--- src/rtl/rect_draw_datapath.sv ---
// rect_draw_datapath: row-major RECT_W x RECT_H rectangle plotter; define RECT_CLIP_EN to suppress off-screen plots
module rect_draw_datapath #(
  parameter int RECT_W   = 4,
  parameter int RECT_H   = 4,
  parameter int SCREEN_W = 160,
  parameter int SCREEN_H = 120
) (
  input  logic       clk,
  input  logic       resetn,
  input  logic       ld_x,
  input  logic       ld_y,
  input  logic [7:0] data_in,
  input  logic [2:0] colour_in,
  input  logic       start_count,
  output logic [7:0] x_out,
  output logic [6:0] y_out,
  output logic [2:0] colour_out,
  output logic       plot,
  output logic       busy,
  output logic       done
);
`ifdef RECT_CLIP_EN
  localparam logic CLIP = 1'b1;
`else
  localparam logic CLIP = 1'b0;
`endif
  localparam logic [3:0] OX_LAST = 4'(RECT_W - 1);
  localparam logic [3:0] OY_LAST = 4'(RECT_H - 1);
  typedef enum logic [1:0] {IDLE, DRAW, DONE} state_t;
  state_t state_q, state_d;
  logic [7:0] x_base_q, x_base_d, draw_x_q, draw_x_d, x_out_d;
  logic [6:0] y_base_q, y_base_d, draw_y_q, draw_y_d, y_out_d;
  logic [3:0] ox_q, ox_d, oy_q, oy_d;
  logic [2:0] colour_q, colour_d, colour_out_d;
  logic       plot_d, busy_d, done_d, in_screen;
  logic [8:0] x_sum;
  logic [7:0] y_sum;
  // draw_x/draw_y freeze the bases at start so same-cycle loads only affect the next rectangle
  always_comb begin
    state_d  = state_q;
    x_base_d = x_base_q;
    y_base_d = y_base_q;
    draw_x_d = draw_x_q;
    draw_y_d = draw_y_q;
    ox_d     = ox_q;
    oy_d     = oy_q;
    colour_d = colour_q;
    case (state_q)
      IDLE: begin
        x_base_d = ld_x ? data_in : x_base_q;
        y_base_d = ld_y ? data_in[6:0] : y_base_q;
        if (start_count) begin
          state_d  = DRAW;
          draw_x_d = x_base_q;
          draw_y_d = y_base_q;
          ox_d     = 4'd0;
          oy_d     = 4'd0;
          colour_d = colour_in;
        end
      end
      DRAW: begin
        ox_d    = (ox_q == OX_LAST) ? 4'd0 : ox_q + 4'd1;
        oy_d    = (ox_q == OX_LAST) ? ((oy_q == OY_LAST) ? 4'd0 : oy_q + 4'd1) : oy_q;
        state_d = (ox_q == OX_LAST && oy_q == OY_LAST) ? DONE : DRAW;
      end
      default: state_d = IDLE;
    endcase
    x_sum        = {1'b0, draw_x_d} + {5'd0, ox_d};
    y_sum        = {1'b0, draw_y_d} + {4'd0, oy_d};
    in_screen    = (32'(x_sum) < SCREEN_W) && (32'(y_sum) < SCREEN_H);
    x_out_d      = x_sum[7:0];
    y_out_d      = y_sum[6:0];
    colour_out_d = colour_d;
    plot_d       = (state_d == DRAW) && (!CLIP || in_screen);
    busy_d       = state_d != IDLE;
    done_d       = state_d == DONE;
  end
  always_ff @(posedge clk or negedge resetn) begin
    if (!resetn) begin
      state_q    <= IDLE;
      x_base_q   <= '0;
      y_base_q   <= '0;
      draw_x_q   <= '0;
      draw_y_q   <= '0;
      ox_q       <= '0;
      oy_q       <= '0;
      colour_q   <= '0;
      x_out      <= '0;
      y_out      <= '0;
      colour_out <= '0;
      plot       <= 1'b0;
      busy       <= 1'b0;
      done       <= 1'b0;
    end else begin
      state_q    <= state_d;
      x_base_q   <= x_base_d;
      y_base_q   <= y_base_d;
      draw_x_q   <= draw_x_d;
      draw_y_q   <= draw_y_d;
      ox_q       <= ox_d;
      oy_q       <= oy_d;
      colour_q   <= colour_d;
      x_out      <= x_out_d;
      y_out      <= y_out_d;
      colour_out <= colour_out_d;
      plot       <= plot_d;
      busy       <= busy_d;
      done       <= done_d;
    end
  end
endmodule

--- config.mk ---
export PLATFORM = sky130hd
export DESIGN_NAME = rect_draw_datapath
export DESIGN_NICKNAME = d
export VERILOG_FILES = /design/src/rtl/rect_draw_datapath.sv
export SDC_FILE = /design/constraint.sdc
export NUM_CORES = 1
export LEC_CHECK = 0
export ABC_AREA = 1
export CORE_MARGIN = 4
export CORE_UTILIZATION = 30
export CTS_CLUSTER_DIAMETER = 60
export DETAILED_ROUTE_END_ITERATION = 8
export SLEW_MARGIN = 20
export SYNTH_ARGS = -nofsm -noshare
export SYNTH_HDL_FRONTEND = slang
export SYNTH_SLANG_ARGS = --single-unit
export TNS_END_PERCENT = 100
--- constraint.sdc ---
create_clock -name clk -period 3.65 [get_ports clk]
set_input_delay 0.5475 -clock clk [delete_from_list [all_inputs] [get_ports clk]]
set_output_delay 0.5475 -clock clk [all_outputs]
set_load 0.005 [all_outputs]
==> impl_metrics.yaml <==
synth:
  synth_top_family_by_area: "simple AND/OR/NAND/NOR gates"
  muxShareOfSynthArea_pct: 0.423
  ys_types: 27
  netlist_instances: 279
  yosys.area_share.adder_pct: 6.20
  yosys.area_share.simple_pct: 20.1
  ys_ff_latch: 61
  synth_seq_area_share_pct: 57.3
  synth_warnings: 0
  synth_compound_area_share_pct: 6.58
  synth-xor-area-share_pct: 3.62
  syn_nets: 307
  syn_area_per_cell_um2: 9.54
  syn_area_mm2: 0.00266
global_routing:
  grt_usage_pct: 11.3
  grt-busiest-layer: "met2"
  grt_first_pass_wirelength_mm: 8.88
  antenna_found_initial: 0
  grt_pass1_vias: 1909
  grt_overflow_total: 0
  grt_max_degree: 42
  grt_use_met3_pct: 4.78
  use_met1_pct: 13.7
  use_met2_pct: 18.3
detailed_routing:
  wl_mm: 5.33
  drtIter0Drc: 94
  drcViolationCount: 0
  vias: 1898
  via_per_inst: 4.35
  first_pass_iters: 4
  wire_per_inst_um: 12.2
  antenna_left: 0
outcome:
  status: "complete, no violations"
setup_path:
  rr_startpoint: "ox_q[0]"
  cp.required_ns: 3.88
  path_max_fanout: 13
  crit_type: "in2reg"
  reg2reg_slack_ns: 1.16
  end_kind: "register"
  worstSetupStartpointType: "input port"
  reg2reg_to: "y_out[6]"
  crit_arrival_ns: 2.80
  reg2reg_depth: 14
clock_tree:
  clockBufferDepth: 2
  ctsHoldBuffers: 0
  clock_latency_ns: 0.34
  cts_made_buffers: 9
  cts_resized: 0
  cts_tree: "yes"
  htreeDepth: 3
  cts_root_buf: "clkbuf_8"
  cts_sinks: 61
  clk_pin_slew_worst_paths_ns: 0.07
  cts_post_setup_buffers_inserted: 0
sta:
  hold_slack_ns: 0.344
  fmax_mhz: 389
  finalCriticalPeriod_ns: 2.57
  finalHoldViolCount: 0
  rsz0062_at_grt: "false"
  fin_setup_tns_ns: 0
  fin_worst_skew_ns: 0.00854
  tightest_slew_ns: 0.922
  slew_headroom_pct: 38.6
  slew_viol_final: 0
  fin_crit_sh_pct: 70.5
  setup_viol: 0
power:
  ir_worst_vdd_v: 0.000427
  p_per_area_mw_per_mm2: 888
  p_leak_nw: 1.65
  power_mw: 2.98
floorplanning:
  dieArea_mm2: 0.0104
  core_area_mm2: 0.00868
  die_width_um: 102
  rows: 34
  die_h_um: 102
  io-pin-count: 37
  initial_core_util_pct: 30.7
placement:
  io_buffers: 36
  placed_area_mm2: 0.00313
  globalplace.congestion: 0.768
  dp_hpwl_mm: 3.85
job:
  maxCapViolCount: 0
finish:
  diodes: 0
  nNetsFinal: 351
  design_area_mm2: 0.00336
  area.growth.synth_to_final_pct: 26.1
  drive_gt1_share_pct: 10.1
  post-route-util_pct: 38.7
min_path:
  hp-class: "in2async"
==> cells by family (layout without fill, tap and decap cells) <==
kind of cell / Yosys count / count (layout)
AO/OA/AOI/OAI: 31 / 31
XOR/XNOR: 11 / 11
adder cells (fa/ha/maj): 12 / 12
buffers and inverters: 35 / 84
flip-flops: 61 / 61
multiplexers: 1 / 1
AND/OR/NAND/NOR: 128 / 128
==> power by group <==
| group | internal, mW | switching (mW) |
|---|---|---|
| combinational | 0.530 | 0.656 |
| clock | 0.387 | 0.273 |
| sequential | 0.994 | 0.139 |
==> cells in the mapped netlist <==
| cell | count | area share, % |
|---|---|---|
| buf_6 | 1 | 0.42 |
| mux2_2 | 1 | 0.42 |
| fa_1 | 2 | 1.5 |
| nand2_2 | 6 | 1.4 |
| a21oi_1 | 3 | 0.56 |
| dfrtp_1 | 61 | 57 |
| clkbuf_1 | 2 | 0.28 |
| nand3b_1 | 1 | 0.28 |
| o22ai_1 | 1 | 0.24 |
| xor2_1 | 9 | 3.0 |
| nand2_1 | 89 | 13 |
| inv_2 | 1 | 0.14 |
| inv_1 | 26 | 3.7 |
| buf_8 | 1 | 0.56 |
| xnor2_1 | 2 | 0.66 |
| o21ai_1 | 1 | 0.19 |
| nand3_1 | 19 | 3.6 |
| ha_1 | 10 | 4.7 |
| o21ai_0 | 23 | 4.3 |
| o21ai_4 | 1 | 0.61 |
| nand4_1 | 1 | 0.24 |
| nor2_4 | 1 | 0.42 |
| o21ai_2 | 2 | 0.66 |
| clkinv_1 | 1 | 0.14 |
| nor2_1 | 10 | 1.4 |
| buf_2 | 3 | 0.56 |
| nor3_1 | 1 | 0.19 |
==> registers in the layout (all words and copies together), names as in the netlist <==
| name | count |
|---|---|
| colour_q | 3 |
| y_out | 7 |
| draw_x_q | 8 |
| draw_y_q | 7 |
| ox_q | 4 |
| plot | 1 |
| x_out | 8 |
| x_base_q | 8 |
| oy_q | 4 |
| state_q | 2 |
| busy | 1 |
| y_base_q | 7 |
| done | 1 |
==> cells in the final DEF (no fill, tap or decap), types with 2 or more instances in the layout <==
cell type | Yosys | layout
nand2_1 | 89 | 89
dfrtp_1 | 61 | 61
clkdlybuf4s50_1 | 0 | 35
inv_1 | 26 | 26
o21ai_0 | 23 | 23
nand3_1 | 19 | 19
nor2_1 | 10 | 10
ha_1 | 10 | 10
xor2_1 | 9 | 9
clkbuf_8 | 0 | 9
nand2_2 | 6 | 6
buf_4 | 0 | 4
a21oi_1 | 3 | 3
o21ai_2 | 2 | 2
xnor2_1 | 2 | 2
fa_1 | 2 | 2
bufinv_16 | 0 | 2
clkinv_4 | 0 | 2
==> stage by stage <==
| stage | setup slack [ns] | std cells |
|---|---|---|
| CTS | 1.08 | 436 |
| floorplan | 1.28 | 279 |
| global route | 0.688 | 436 |
| detailed placement | 0.727 | 420 |
| finish | 1.08 | 436 |
| global placement | 0.760 | 420 |
==> cell type report <==
cell class	instances	area, µm²
inverter	28	105
timing repair buffer	40	385
multi-input combinational	183	982
clock inverter	7	98.8
clock buffer	9	124
sequential	61	1530
fill	878	5320
tap	108	135
==> per-layer routing <==
metal,up-vias,wire length [µm]
met4,0,51
met5,-,0
met1,888,2430
met3,6,255
li1,970,-
met2,34,2600
==> critical path, cell delays in order <==
cell             delay (ns)
clkdlybuf4s50_1        0.60
nand2_2                0.10
buf_4                  0.20
nand2_1                0.08
nand2_1                0.07
ha_1                   0.23
fa_1                   0.41
nand2_1                0.08
nand2_1                0.05
a21oi_1                0.22
nor2_1                 0.08
nand2_1                0.07
nand2_1                0.05
==> how the worst max path moves through the flow <==
| stage | start | end | slack (ns) | cells after the start |
|---|---|---|---|---|
| final | start_count | x_out[6] | 1.08 | 13 |
| after global routing | ox_q[0] | y_out[6] | 0.69 | 14 |
| after CTS | start_count | x_out[6] | 1.08 | 13 |
| after detailed placement | start_count | x_out[6] | 0.73 | 13 |
| after global placement | start_count | x_out[6] | 0.76 | 13 |
| after floorplan | state_q[1] | x_out[6] | 1.28 | 15 |
(Power assumes the default switching activity.)
